### src/rtl/instr_fetch_if.sv
// ============================================================================
// Module   : instr_fetch_if
// Purpose  : Instruction-memory request/acknowledge bus between the fetch
//            stage (master) and instruction memory (slave).
// Revision : 1.0 - initial release
// ============================================================================
`default_nettype none

interface instr_fetch_if #(
  parameter int ADDR_W  = 12,
  parameter int INSTR_W = 19
);
  logic               req;
  logic [ADDR_W-1:0]  addr;
  logic               ack;
  logic [INSTR_W-1:0] rdata;

  modport master (output req, addr, input  ack, rdata);
  modport slave  (input  req, addr, output ack, rdata);
endinterface

`default_nettype wire

### src/rtl/instr_fetch.sv
// ============================================================================
// Module   : instr_fetch
// Purpose  : Fetch stage: PC, req/ack instruction-memory handshake, instruction
//            register with stall and redirect (including redirect mid-request).
//            Optional IF_FETCH_COUNT_EN adds a 16-bit accepted-fetch counter.
// Revision : 1.0 - initial release
// ============================================================================
`default_nettype none

module instr_fetch #(
  parameter int ADDR_W  = 12,
  parameter int INSTR_W = 19
) (
  input  logic               clock,
  input  logic               rst,
  input  logic               enable,
  input  logic               stall,
  input  logic               redirect,
  input  logic [ADDR_W-1:0]  redirect_pc,
  instr_fetch_if.master      imem,
  output logic [INSTR_W-1:0] instr,
  output logic [ADDR_W-1:0]  instr_pc,
  output logic               instr_valid,
  output logic [1:0]         op2,
  output logic [2:0]         op3,
  output logic [1:0]         fn2,
  output logic [2:0]         fn3
`ifdef IF_FETCH_COUNT_EN
  ,
  output logic [15:0]        fetch_count
`endif
);

  typedef enum logic [1:0] {
    S_IDLE = 2'd0,
    S_REQ  = 2'd1,
    S_HOLD = 2'd2
  } state_t;

  state_t            r_state;
  logic [ADDR_W-1:0] r_pc;
  logic [ADDR_W-1:0] r_pendingPc;
  logic              r_kill;

  // Decode fields are raw slices; the controller qualifies them with instr_valid.
  assign op2 = instr[18:17];
  assign op3 = instr[18:16];
  assign fn2 = instr[15:14];
  assign fn3 = instr[16:14];

  always_ff @(posedge clock) begin
    if (rst) begin
      r_state     <= S_IDLE;
      r_pc        <= '0;
      r_pendingPc <= '0;
      r_kill      <= 1'b0;
      imem.req    <= 1'b0;
      imem.addr   <= '0;
      instr       <= '0;
      instr_pc    <= '0;
      instr_valid <= 1'b0;
`ifdef IF_FETCH_COUNT_EN
      fetch_count <= '0;
`endif
    end else begin
      case (r_state)
        S_IDLE: begin
          if (redirect) begin
            r_pc        <= redirect_pc;
            instr_valid <= 1'b0;
          end else if (enable) begin
            imem.req  <= 1'b1;
            imem.addr <= r_pc;
            r_state   <= S_REQ;
          end
        end

        S_REQ: begin
          if (imem.ack) begin
            imem.req <= 1'b0;
            if (r_kill || redirect) begin
              // A same-cycle redirect is newer than any remembered target.
              r_pc    <= redirect ? redirect_pc : r_pendingPc;
              r_kill  <= 1'b0;
              r_state <= S_IDLE;
            end else begin
              instr       <= imem.rdata;
              instr_pc    <= imem.addr;
              instr_valid <= 1'b1;
              r_pc        <= r_pc + ADDR_W'(1);
              r_state     <= S_HOLD;
`ifdef IF_FETCH_COUNT_EN
              fetch_count <= fetch_count + 16'd1;
`endif
            end
          end else if (redirect) begin
            // The bus cannot be abandoned; finish it and drop the data.
            r_kill      <= 1'b1;
            r_pendingPc <= redirect_pc;
          end
        end

        S_HOLD: begin
          if (redirect) begin
            r_pc        <= redirect_pc;
            instr_valid <= 1'b0;
            r_state     <= S_IDLE;
          end else if (!stall) begin
            instr_valid <= 1'b0;
            if (enable) begin
              imem.req  <= 1'b1;
              imem.addr <= r_pc;
              r_state   <= S_REQ;
            end else begin
              r_state <= S_IDLE;
            end
          end
        end

        default: r_state <= S_IDLE;
      endcase
    end
  end

endmodule

`default_nettype wire

### src/flat_wrapper.sv
// flat-port wrapper written by rule: the top's interface ports become plain ports
module instr_fetch_flat 
#(
  parameter int ADDR_W  = 12,
  parameter int INSTR_W = 19
)
  (clock, rst, enable, stall, redirect, redirect_pc, instr, instr_pc, instr_valid, op2, op3, fn2, fn3, imem_req, imem_addr, imem_ack, imem_rdata);
  instr_fetch_if #(.ADDR_W(ADDR_W), .INSTR_W(INSTR_W)) imem_i ();
  input  logic clock;
  input  logic rst;
  input  logic enable;
  input  logic stall;
  input  logic redirect;
  input  logic [ADDR_W-1:0] redirect_pc;
  output logic [INSTR_W-1:0] instr;
  output logic [ADDR_W-1:0] instr_pc;
  output logic instr_valid;
  output logic [1:0] op2;
  output logic [2:0] op3;
  output logic [1:0] fn2;
  output logic [2:0] fn3;
  output wire logic [$bits(imem_i.req)-1:0] imem_req;
  output wire logic [$bits(imem_i.addr)-1:0] imem_addr;
  input wire logic [$bits(imem_i.ack)-1:0] imem_ack;
  input wire logic [$bits(imem_i.rdata)-1:0] imem_rdata;
  assign imem_req = imem_i.req;
  assign imem_addr = imem_i.addr;
  assign imem_i.ack = imem_ack;
  assign imem_i.rdata = imem_rdata;
  instr_fetch #(.ADDR_W(ADDR_W), .INSTR_W(INSTR_W)) u_core (.clock(clock), .rst(rst), .enable(enable), .stall(stall), .redirect(redirect), .redirect_pc(redirect_pc), .imem(imem_i), .instr(instr), .instr_pc(instr_pc), .instr_valid(instr_valid), .op2(op2), .op3(op3), .fn2(fn2), .fn3(fn3));
endmodule
### config.mk
export PLATFORM = sky130hd
export DESIGN_NAME = instr_fetch_flat
export DESIGN_NICKNAME = d
export VERILOG_FILES = /design/src/rtl/instr_fetch_if.sv /design/src/rtl/instr_fetch.sv /design/src/flat_wrapper.sv
export SDC_FILE = /design/constraint.sdc
export NUM_CORES = 1
export LEC_CHECK = 0
export CAP_MARGIN = 20
export CORE_UTILIZATION = 51
export DETAILED_ROUTE_END_ITERATION = 8
export GPL_ROUTABILITY_DRIVEN = 0
export PLACE_DENSITY = 0.85
export SLEW_MARGIN = 0
export SYNTH_ARGS = -nofsm -noshare
export SYNTH_HDL_FRONTEND = slang
export SYNTH_SLANG_ARGS = --single-unit
### constraint.sdc
create_clock -name clock -period 4.4 [get_ports clock]
set_input_delay 0.66 -clock clock [delete_from_list [all_inputs] [get_ports clock]]
set_output_delay 0.66 -clock clock [all_outputs]
set_load 0.02 [all_outputs]
==> results of run 1 <==
through the flow:
step | utilization [%] | setup slack (ns) | hold WS, ns | total power [W]
CTS | 70.3 | 1.72 | 0.455 | 0.00137
global route | 70.6 | 1.55 | 0.474 | 0.00142
finish | 70.6 | 1.71 | 0.453 | 0.00137
detailed placement | 66.8 | 1.36 | 0.444 | 0.000855
global placement | 66.8 | 1.45 | 0.439 | 0.000851
floorplan | - | 2.61 | 0.432 | 0.000788
Yosys cell counts (5+ instances only):
cell      instances  area [um2]
nand2_1         100         375
dfxtp_1          72        1440
a21oi_1          61         305
nor2_1           15        56.3
buf_4            13        97.6
mux2i_1          13         130
buf_2            12        60.1
clkbuf_1         11        41.3
inv_1             9        33.8
nand3_1           8        40.0
nor3_1            6        30.0
a211oi_1          5        37.5
o21ai_0           5        25.0
flip-flops by register name, indices dropped and copies added, names as in the netlist:
register and cells:
u_core.instr 19, u_core.imem.req 1, u_core.instr_pc 12, u_core.r_kill 1, u_core.instr_valid 1, u_core.r_state 2, u_core.r_pendingPc 12, u_core.imem.addr 12
u_core.r_pc 12
area by class of cell:
class,count,area (um2)
repair buffers,94,936
multi-input cells,270,1490
well taps,75,93.8
fillers,461,1750
clock inverters,6,68.8
inverters,10,37.5
clock buffers,10,138
flip-flops and latches,72,1440
worst min-delay path by stage:
stage,end,slack (ns),cells after the start
6_report,u_core.instr_pc[5],0.45,2
3_5_place_dp,u_core.r_pendingPc[4],0.44,2
4_1_cts,u_core.r_pendingPc[4],0.45,2
2_1_floorplan,u_core.r_pendingPc[4],0.43,2
5_1_grt,u_core.instr[2],0.47,2
3_3_place_gp,u_core.r_pendingPc[5],0.44,2
layout by cell type, fill, tap and decap left out, types with 2 or more instances in the layout:
cell             instances
nand4bb_1                2
a31oi_1                  2
o31a_1                   2
mux2i_1                 13
nand3_1                  8
and2_1                   3
nand4_1                  4
o32ai_1                  4
nor3_1                   6
a211oi_1                 5
o211ai_1                 2
a21oi_1                 61
and4_1                   4
o311a_1                  2
clkbuf_8                10
inv_1                    9
o21ai_0                  5
clkinvlp_4               4
nand3b_1                 3
nor2b_1                  4
nor2_1                  15
or3_1                    2
nand2b_1                 3
and4b_1                  2
dfxtp_1                 72
nand2_1                100
buf_4                    2
clkdlybuf4s50_1         90
routing by layer:
metal  routed length (um)  track usage [%]
met5                    0                0
met3                  601             5.39
met1                 3190             29.9
met2                 3730             42.0
met4                   64             8.57
cell families (layout without fill, tap and decap cells):
family	Yosys count	count (layout)	share of synthesized area (%)
AND/OR/NAND/NOR	163	163	24.5
AO/OA/AOI/OAI	93	93	17.8
flip-flops	72	72	45.5
buffers and inverters	47	120	7.81
multiplexers	13	13	4.10
adder cells (fa/ha/maj)	1	1	0.395
report_power, final:
group / switching, W / internal (W) / total, W / leakage, nW
clock network: 0.000248 / 0.000278 / 0.000526 / 0.0907
logic: 0.0000746 / 0.0000742 / 0.000149 / 0.807
registers: 0.0000234 / 0.000670 / 0.000693 / 0.584
worst max-delay path, stage by stage:
cell,delay [ns]
clkdlybuf4s50_1,0.73
inv_1,0.31
nand4_1,0.74
mux2i_1,0.39
nor2_1,0.06
==> impl_results.md, run 1 <==
* Run status: finished clean
* Post-CTS setup buffer count at 0
* Maximum vdd ir drop at between 0.2 and 0.25 mV
* Layout Nets at between 400 and 500
* RSZ-0062 raised after global routing: no
* Die area at between 0.006 and 0.007 mm2
* Reg-to-reg endpoint: u_core.r_pc[5]
* Root buffer cell: clkbuf_8
* Initial antenna violation count at 0
* Vias at 2895
* WP data required at between 4 and 5 ns
* WP data arrival at roughly 2.9 ns
* FMAX at approximately 370 MHz
* Placed Area at roughly 0.0040 mm2
* CP endpoint: u_core.imem.addr[8]
* WL/cell at 14.1 um
* Pins Over Slew Limit at 0
* R2R setup slack at between 2 and 2.5 ns
* Antenna cells at 0
* Count of non-filler cells in the finished layout at ~540
* All-Layer GR Usage at 24.4%
* Setup Total Neg Slack at 0 ns
* Worst-path clk slew at 0.08 ns
* Critical path type: primary input to register
* PortBufs at between 90 and 100
* Post-DP HPWL at between 5000 and 6000 um
* Worst-Skew Late Latency at roughly 0.34 ns
* Syn-to-layout area delta at 32.6%
* Vias in the first global route at between 2000 and 3000
* Post-layout instance area at around 0.0042 mm2
* RR Startpoint: u_core.r_state[0]
* Layout cell share with drive strength beyond 1 at 6.49%
* Hold path start: u_core.instr_pc[5]
* Post-Synthesis Cells at a little under 400
* Total congestion overflow at 0
* Hold WC Path Type: register to register
* Synthesized Nets at about 430
* Seq/Total Area, Yosys at between 40% and 50%
* Row count at 28
* Final ANT Viol Nets at 0
* Synth unique cells at 47
* Die Span Y at 80.8 um
* Core area at around 0.006 mm2
* Tcrit/Tclk final at about three fifths
* Depth of the most critical reg-to-reg path at 5
* Leak at approximately 1.5 nW
* Pwr dens at roughly 330 mW/mm2
* Crit path launch: redirect
* Io pins at 92
* EDFF count, synth at 0
* Starting density of the core at 53.2%
* Syn avg cell area at just over 8 um2
* CTS Buf Count at 9
* Clk sink count at 72
* Syn Std Cell Area at 0.00317 mm2
* Max-slew headroom at the worst pin at between 30% and 40%
* First-pass GRT wire length at 12300 um
* Pin count of the biggest net entering global routing at 54
* DRC viols at 0
* DR iter-0 viols at 203
* Crit path launch type: primary input
* H-tree lvl count at 3
* Worst Skew at around 0.0056 ns
* TritonRoute pass-1 iters at 4
* Setup Viol. Count Final at 0
* Fin crit period at around 2.7 ns
* Max FO, Critical Path at 18
* CTS Buffer Depth at 2
* Ys flop type: dfxtp_1
* Hold_buf cts at 0
* Measured slew at the worst slew-check pin at around 0.94 ns
* Via density at between 5 and 6
* Final Hold Viols at 0
* Placed Cells at between 500 and 600
* Die width at just over 80 um
* #FFs+latches synth at 72
* CTS tree: built
* Synth Warn # at 0
* Final WL at about 7600 um
* CP endpoint kind: register
* CTS resizes at 0
* Share of async-settable or async-resettable flops after synthesis at 0%
* Max-cap violations at 0
Power figures use the tool's default switching activity.
==> run 2, diff against run 1 <==
--- a/config.mk
+++ b/config.mk
@@ -6,10 +6,10 @@
 export NUM_CORES = 1
 export LEC_CHECK = 0
 export CAP_MARGIN = 20
-export CORE_UTILIZATION = 51
+export CORE_UTILIZATION = 47
 export DETAILED_ROUTE_END_ITERATION = 8
 export GPL_ROUTABILITY_DRIVEN = 0
-export PLACE_DENSITY = 0.85
+export PLACE_DENSITY = 0.79
 export SLEW_MARGIN = 0
 export SYNTH_ARGS = -nofsm -noshare
 export SYNTH_HDL_FRONTEND = slang
==> constraint.sdc (replaced) <==
create_clock -name clock -period 2.5 [get_ports clock]
set_input_delay 0.375 -clock clock [delete_from_list [all_inputs] [get_ports clock]]
set_output_delay 0.375 -clock clock [all_outputs]
set_load 0.02 [all_outputs]
==> impl_results.md, run 2 (synthesis gave the netlist of run 1 again) <==
* Hold WC Path Type: primary input to register
* CTS tree: built
* Cell Chain, Critical Path: clkdlybuf4s50_1, nand2b_1, nand2b_1, o311ai_1, a2111oi_2
* Max-cap violations at 0 (unchanged)
* Root buffer cell: clkbuf_8
* Leak at 1.55 nW (+4.4%)
* Measured slew at the worst slew-check pin at 0.755 ns (-0.181 ns)
* Final ANT Viol Nets at 0 (unchanged)
* Via density at 5.44 (+0.86%)
* Row count at 29 (+3.6%)
* Crit path buf inv count at 1 (-1)
* All-Layer GR Usage at 23.7% (-0.73 points)
* Max-slew headroom at the worst pin at 49.6% (+12 points)
* CTS resizes at 0 (unchanged)
* Maximum vdd ir drop at 0.333 mV (+59%)
* Post-DP HPWL at 5660 um (+8.4%)
* Worst Skew at 0.00902 ns (+0.00340 ns)
* Most common cell after layout, fill and taps aside: nand2_1
* Multi-input logic area at 0.00149 mm2 (unchanged)
* TritonRoute pass-1 iters at 7 (+3)
* Critical path type: primary input to register
* Hold_buf cts at 0 (unchanged)
* Count of non-filler cells in the finished layout at 549 (+2.2%)
* FMAX at slightly above 500 MHz
* Crit path launch: redirect
* Pin count of the biggest net entering global routing at 24 (-56%)
* Top cell by count, worst path: nand2b_1
* Pwr Total at 0.00249 W (+82%)
* Run status: finished with violations
* Setup Total Neg Slack at 0 ns (unchanged)
* Worst-path clk slew at 0.07 ns (about the same)
* Syn-to-layout area delta at 34.9%
* Total congestion overflow at 0 (unchanged)
* Layout cell share with drive strength beyond 1 at 8.26% (+1.8 points)
* Final Hold Viols at 0 (unchanged)
* Die width at 84.1 um (+4.1%)
* RSZ-0062 raised after global routing: no
* PortBufs at 91 (unchanged)
* Vias in the first global route at 2778 (+4.6%)
* Max FO, Critical Path at 16 (-2)
* CP top delay family: buffers and inverters
* Initial antenna violation count at 0 (unchanged)
* H-tree lvl count at 3 (unchanged)
* Fillers at 528 (+15%)
* Worst-Skew Late Latency at 0.35 ns (about the same)
* Io pins at 92 (unchanged)
* Die Span Y at 84.1 um (+4.1%)
* Pwr dens at 582 mW/mm2 (+79%)
* CP Depth at 5 (unchanged)
* Crit path launch type: primary input
* WP data arrival at 2.20 ns (-0.69 ns)
* Failing checks: DRC
* CTS Buffer Depth at 2 (unchanged)
* Most flop-heavy register: u_core.instr
* Layout Nets at 505 (+2.0%)
* CTS Buf Count at 9 (unchanged)
* Core area at 0.00642 mm2 (+7.8%)
* Fin crit period at 1.96 ns
* Die area at 0.00708 mm2 (+8.3%)
* Reg-to-reg endpoint: u_core.r_pc[10]
* First-pass GRT wire length at 13400 um (+8.9%)
* Antenna cells at 0 (unchanged)
* CP endpoint kind: register
* Register area at 0.00144 mm2 (unchanged)
* Clk sink count at 72 (unchanged)
* Final WL at 8000 um (+5.5%)
* Max incr delay on CP at 0.69 ns (-0.05 ns)
* Starting density of the core at 49.4% (-3.9 points)
* WP data required at 2.74 ns (-1.86 ns)
* Crit-path slowest cell: clkdlybuf4s50_1
* Setup Viol. Count Final at 0 (unchanged)
* R2R setup slack at 0.72 ns (-1.47 ns)
* RR Startpoint: u_core.r_state[0]
* Pins Over Slew Limit at 0 (unchanged)
* Fin Hold WS at 0.448 ns (-0.00516 ns)
* CP endpoint: u_core.r_pc[9]
* Vias at 2985 (+3.1%)
* Most frequent cells in the layout: nand2_1 (100), clkdlybuf4s50_1 (90), dfxtp_1 (72), a21oi_1 (61), nor2_1 (15)
* Depth of the most critical reg-to-reg path at 4 (-1)
* Max reg flops at 19 (unchanged)
* DRC viols at 18 (+18)
* Placed Cells at 533 (+2.5%)
* DR iter-0 viols at 212 (+4.4%)
* Tcrit/Tclk final at between 70 and 80%
* WL/cell at 14.6 um (+3.2%)
* Post-CTS setup buffer count at 0 (unchanged)
[run 2: worst min path at each step]
| stage | from | endpoint | slack, ns | cells after the start |
|---|---|---|---|---|
| after floorplan | u_core.r_pendingPc[4] | u_core.r_pendingPc[4] | 0.43 | 2 |
| after global placement | u_core.r_pendingPc[10] | u_core.r_pendingPc[10] | 0.44 | 2 |
| after detailed placement | u_core.instr_pc[5] | u_core.instr_pc[5] | 0.45 | 2 |
| after CTS | rst | u_core.imem.addr[6] | 0.45 | 2 |
| after global routing | rst | u_core.imem.addr[11] | 0.47 | 2 |
| final | rst | u_core.imem.addr[11] | 0.45 | 2 |
[run 2: through the flow]
step	instance area (um2)	util (%)	setup WS (ns)
2_1_floorplan	3170	-	0.999
3_3_place_gp	4070	63.3	0.281
3_5_place_dp	4070	63.3	0.237
4_1_cts	4280	66.6	0.587
5_1_grt	4280	66.6	0.438
6_report	4280	66.6	0.542
[run 2: worst register-to-register path, delay by kind of cell (launching register included)]
kind | cells | cell delay [ns]
compound gates | 3 | 0.53
flops | 1 | 0.64
simple gates | 1 | 0.56
[run 2: final cells by class]
type	instances	area share [%]
multi-input combinational	270	34.8
sequential	72	33.7
timing repair buffer	104	23.5
clock buffer	10	2.98
tap	77	2.25
clock inverter	6	1.96
inverter	10	0.877
[run 2: routing by layer]
layer | vias to the layer above | part of all wire (%) | GRT usage, %
li1 | 1481 | - | -
met5 | - | 0 | 0
met4 | 0 | 2.0 | 10.8
met3 | 15 | 6.1 | 5.60
met1 | 1388 | 44 | 30.1
met2 | 101 | 48 | 38.5
[run 2: where the power goes]
part           total, W  internal (W)  switching [W]
logic          0.000274      0.000139       0.000135
clock network  0.000992      0.000559       0.000434
registers       0.00122       0.00118      0.0000428
total           0.00249       0.00188       0.000611
==> run 3, diff against run 2 <==
==> constraint.sdc (replaced) <==
create_clock -name clock -period 2 [get_ports clock]
set_input_delay 0.3 -clock clock [delete_from_list [all_inputs] [get_ports clock]]
set_output_delay 0.3 -clock clock [all_outputs]
set_load 0.02 [all_outputs]
==> impl_results.md, run 3 (synthesis gave the netlist of run 1 again) <==
* Critical path type: register to register
* Crit path launch type: register
* Layer with the highest usage: met2
* Worst Skew at 0.00766 ns (-0.00136 ns)
* RR Startpoint: u_core.r_state[0]
* Seq pwr share at 50.6% (+1.5 points)
* Worst-path clk slew at 0.08 ns (about the same)
* Layout Nets at 511 (+1.2%)
* Post-CTS setup buffer count at 0 (unchanged)
* Vias in the first global route at 2817 (+1.4%)
* Setup Viol. Count Final at 0 (unchanged)
* PortBufs at 91 (unchanged)
* CTS Buf Count at 9 (unchanged)
* Met3 Track Usage GR at 6.39% (+0.79 points)
* Layout cell share with drive strength beyond 1 at 9.62% (+1.4 points)
* RSZ-0062 raised after global routing: no
* Most frequent cells in the layout: nand2_1 (100), clkdlybuf4s50_1 (90), dfxtp_1 (72), a21oi_1 (61), buf_4 (18)
* Syn-to-layout area delta at 36.4%
* WHS Path Cells at 2 (unchanged)
* TritonRoute pass-1 iters at 7 (unchanged)
* Io pins at 92 (unchanged)
* Max FO, Critical Path at 16 (unchanged)
* Core area at 0.00642 mm2 (unchanged)
* Failing checks: DRC
* CP endpoint kind: register
* Register area at 0.00144 mm2 (unchanged)
* Die width at 84.1 um (unchanged)
* Pwr dens at 696 mW/mm2 (+20%)
* Pint at 0.00227 W (+21%)
* Fillers at 531 (+0.57%)
* WP data required at 2.23 ns (-0.51 ns)
* Placed Area at 0.00412 mm2 (+1.4%)
* Worst-Skew Late Latency at 0.33 ns (-0.02 ns)
* Pin count of the biggest net entering global routing at 32 (+33%)
* Measured slew at the worst slew-check pin at 0.600 ns (-0.154 ns)
* Post-DP HPWL at 5780 um (+2.1%)
* DR iter-0 viols at 180 (-15%)
* Final ANT Viol Nets at 0 (unchanged)
* Most common cell after layout, fill and taps aside: nand2_1
* Leak at 1.57 nW (+1.6%)
* CTS tree: built
* CTS resizes at 0 (unchanged)
* CTS Buffer Depth at 2 (unchanged)
* Max-slew headroom at the worst pin at 59.9% (+10 points)
* Part of the power in combinational logic at 11.9% (+0.9 points)
* P_sw at 0.000743 W (+22%)
* Tcrit/Tclk final at between 80 and 90%
* Root buffer cell: clkbuf_8
* Met1 Track Usage GR at 29.8% (-0.31 points)
* Initial antenna violation count at 0 (unchanged)
* All-Layer GR Usage at 23.4% (-0.32 points)
* Fin crit period at roughly 1.7 ns
* Row count at 29 (unchanged)
* Via density at 5.45 (+0.28%)
* Depth of the most critical reg-to-reg path at 4 (unchanged)
* Max-cap violations at 0 (unchanged)
* WP data arrival at 1.98 ns (-0.22 ns)
* Pins Over Slew Limit at 0 (unchanged)
* Placed Cells at 539 (+1.1%)
* GR met2 Demand/Resource at 38.5% (unchanged)
* Die area at 0.00708 mm2 (unchanged)
* H-tree lvl count at 3 (unchanged)
* Multi-input logic area at 0.00149 mm2 (+0.17%)
* Vias at 3026 (+1.4%)
* Count of non-filler cells in the finished layout at 555 (+1.1%)
* FMAX at between 500 and 600 MHz
* WL/cell at 14.1 um (-3.4%)
* First-pass GRT wire length at 13200 um (-0.98%)
* Sw frac at 24.7% (+0.12 points)
* Total congestion overflow at 0 (unchanged)
* Hold WC Path Type: primary input to register
* Hold_buf cts at 0 (unchanged)
* DRC viols at 18 (unchanged)
* Die Span Y at 84.1 um (unchanged)
* Setup Total Neg Slack at 0 ns (unchanged)
* Hold path start: rst
* R2R setup slack at 0.25 ns (-0.47 ns)
* Most flop-heavy register: u_core.instr
* Clk sink count at 72 (unchanged)
* Starting density of the core at 49.4% (unchanged)
* Maximum vdd ir drop at 0.345 mV (+3.6%)
* Pwr Total at 0.00301 W (+21%)
* Hold EP: u_core.imem.addr[5]
* Run status: finished with violations
* Clk pwr share at 37.5% (-2.4 points)
* Final Hold Viols at 0 (unchanged)
* Post-layout instance area at 0.00432 mm2 (+1.1%)
* Final WL at 7820 um (-2.3%)
* Antenna cells at 0 (unchanged)
* Reg-to-reg endpoint: u_core.r_pc[9]
* Max reg flops at 19 (unchanged)
## run 3: worst max path at each step
stage	start	end	slack [ns]	cells past startpoint
2_1_floorplan	u_core.r_pc[0]	u_core.r_pc[8]	0.55	5
6_report	u_core.r_state[0]	u_core.r_pc[9]	0.25	4
3_3_place_gp	redirect	u_core.r_pc[10]	0.09	5
4_1_cts	u_core.r_state[0]	u_core.r_pc[10]	0.24	4
3_5_place_dp	imem_ack	u_core.instr_pc[7]	0.08	6
5_1_grt	u_core.r_state[0]	u_core.instr_pc[6]	0.11	5
## run 3: stage by stage
stage               utilization (%)  hold WS (ns)  setup slack, ns
finish                         67.3         0.393            0.255
global route                   67.3         0.421            0.110
CTS                            67.3         0.376            0.244
detailed placement             64.2         0.445           0.0752
global placement               64.2         0.441           0.0914
floorplan                         -         0.432            0.553
## run 3: critical path: stages, from the launching register on
cell and delay [ns]:
dfxtp_1 0.66, nand2b_1 0.32, nand2b_1 0.15, o311ai_1 0.15, a2111oi_2 0.37
## run 3: per-layer routing
layer  share of wire (%)  vias up
met5                   0        -
met1                  42     1394
met2                  49      118
met3                 8.4        9
li1                    -     1505
met4                 1.2        0
## run 3: area by class of cell
cell class	instances	area share [%]
Tap cell	77	2.23
Multi-Input combinational cell	270	34.5
Inverter	10	0.868
Sequential cell	72	33.3
Clock buffer	11	3.27
Timing Repair Buffer	110	24.5
Clock inverter	5	1.30
## run 3: power groups by stage
stage | clock network (W) | registers [W] | logic [W]
after global placement | 0 | 0.00155 | 0.000352
after floorplan | 0 | 0.00155 | 0.000180
after CTS | 0.00116 | 0.00152 | 0.000360
after detailed placement | 0 | 0.00155 | 0.000358
after global routing | 0.00122 | 0.00153 | 0.000391
final | 0.00113 | 0.00152 | 0.000359
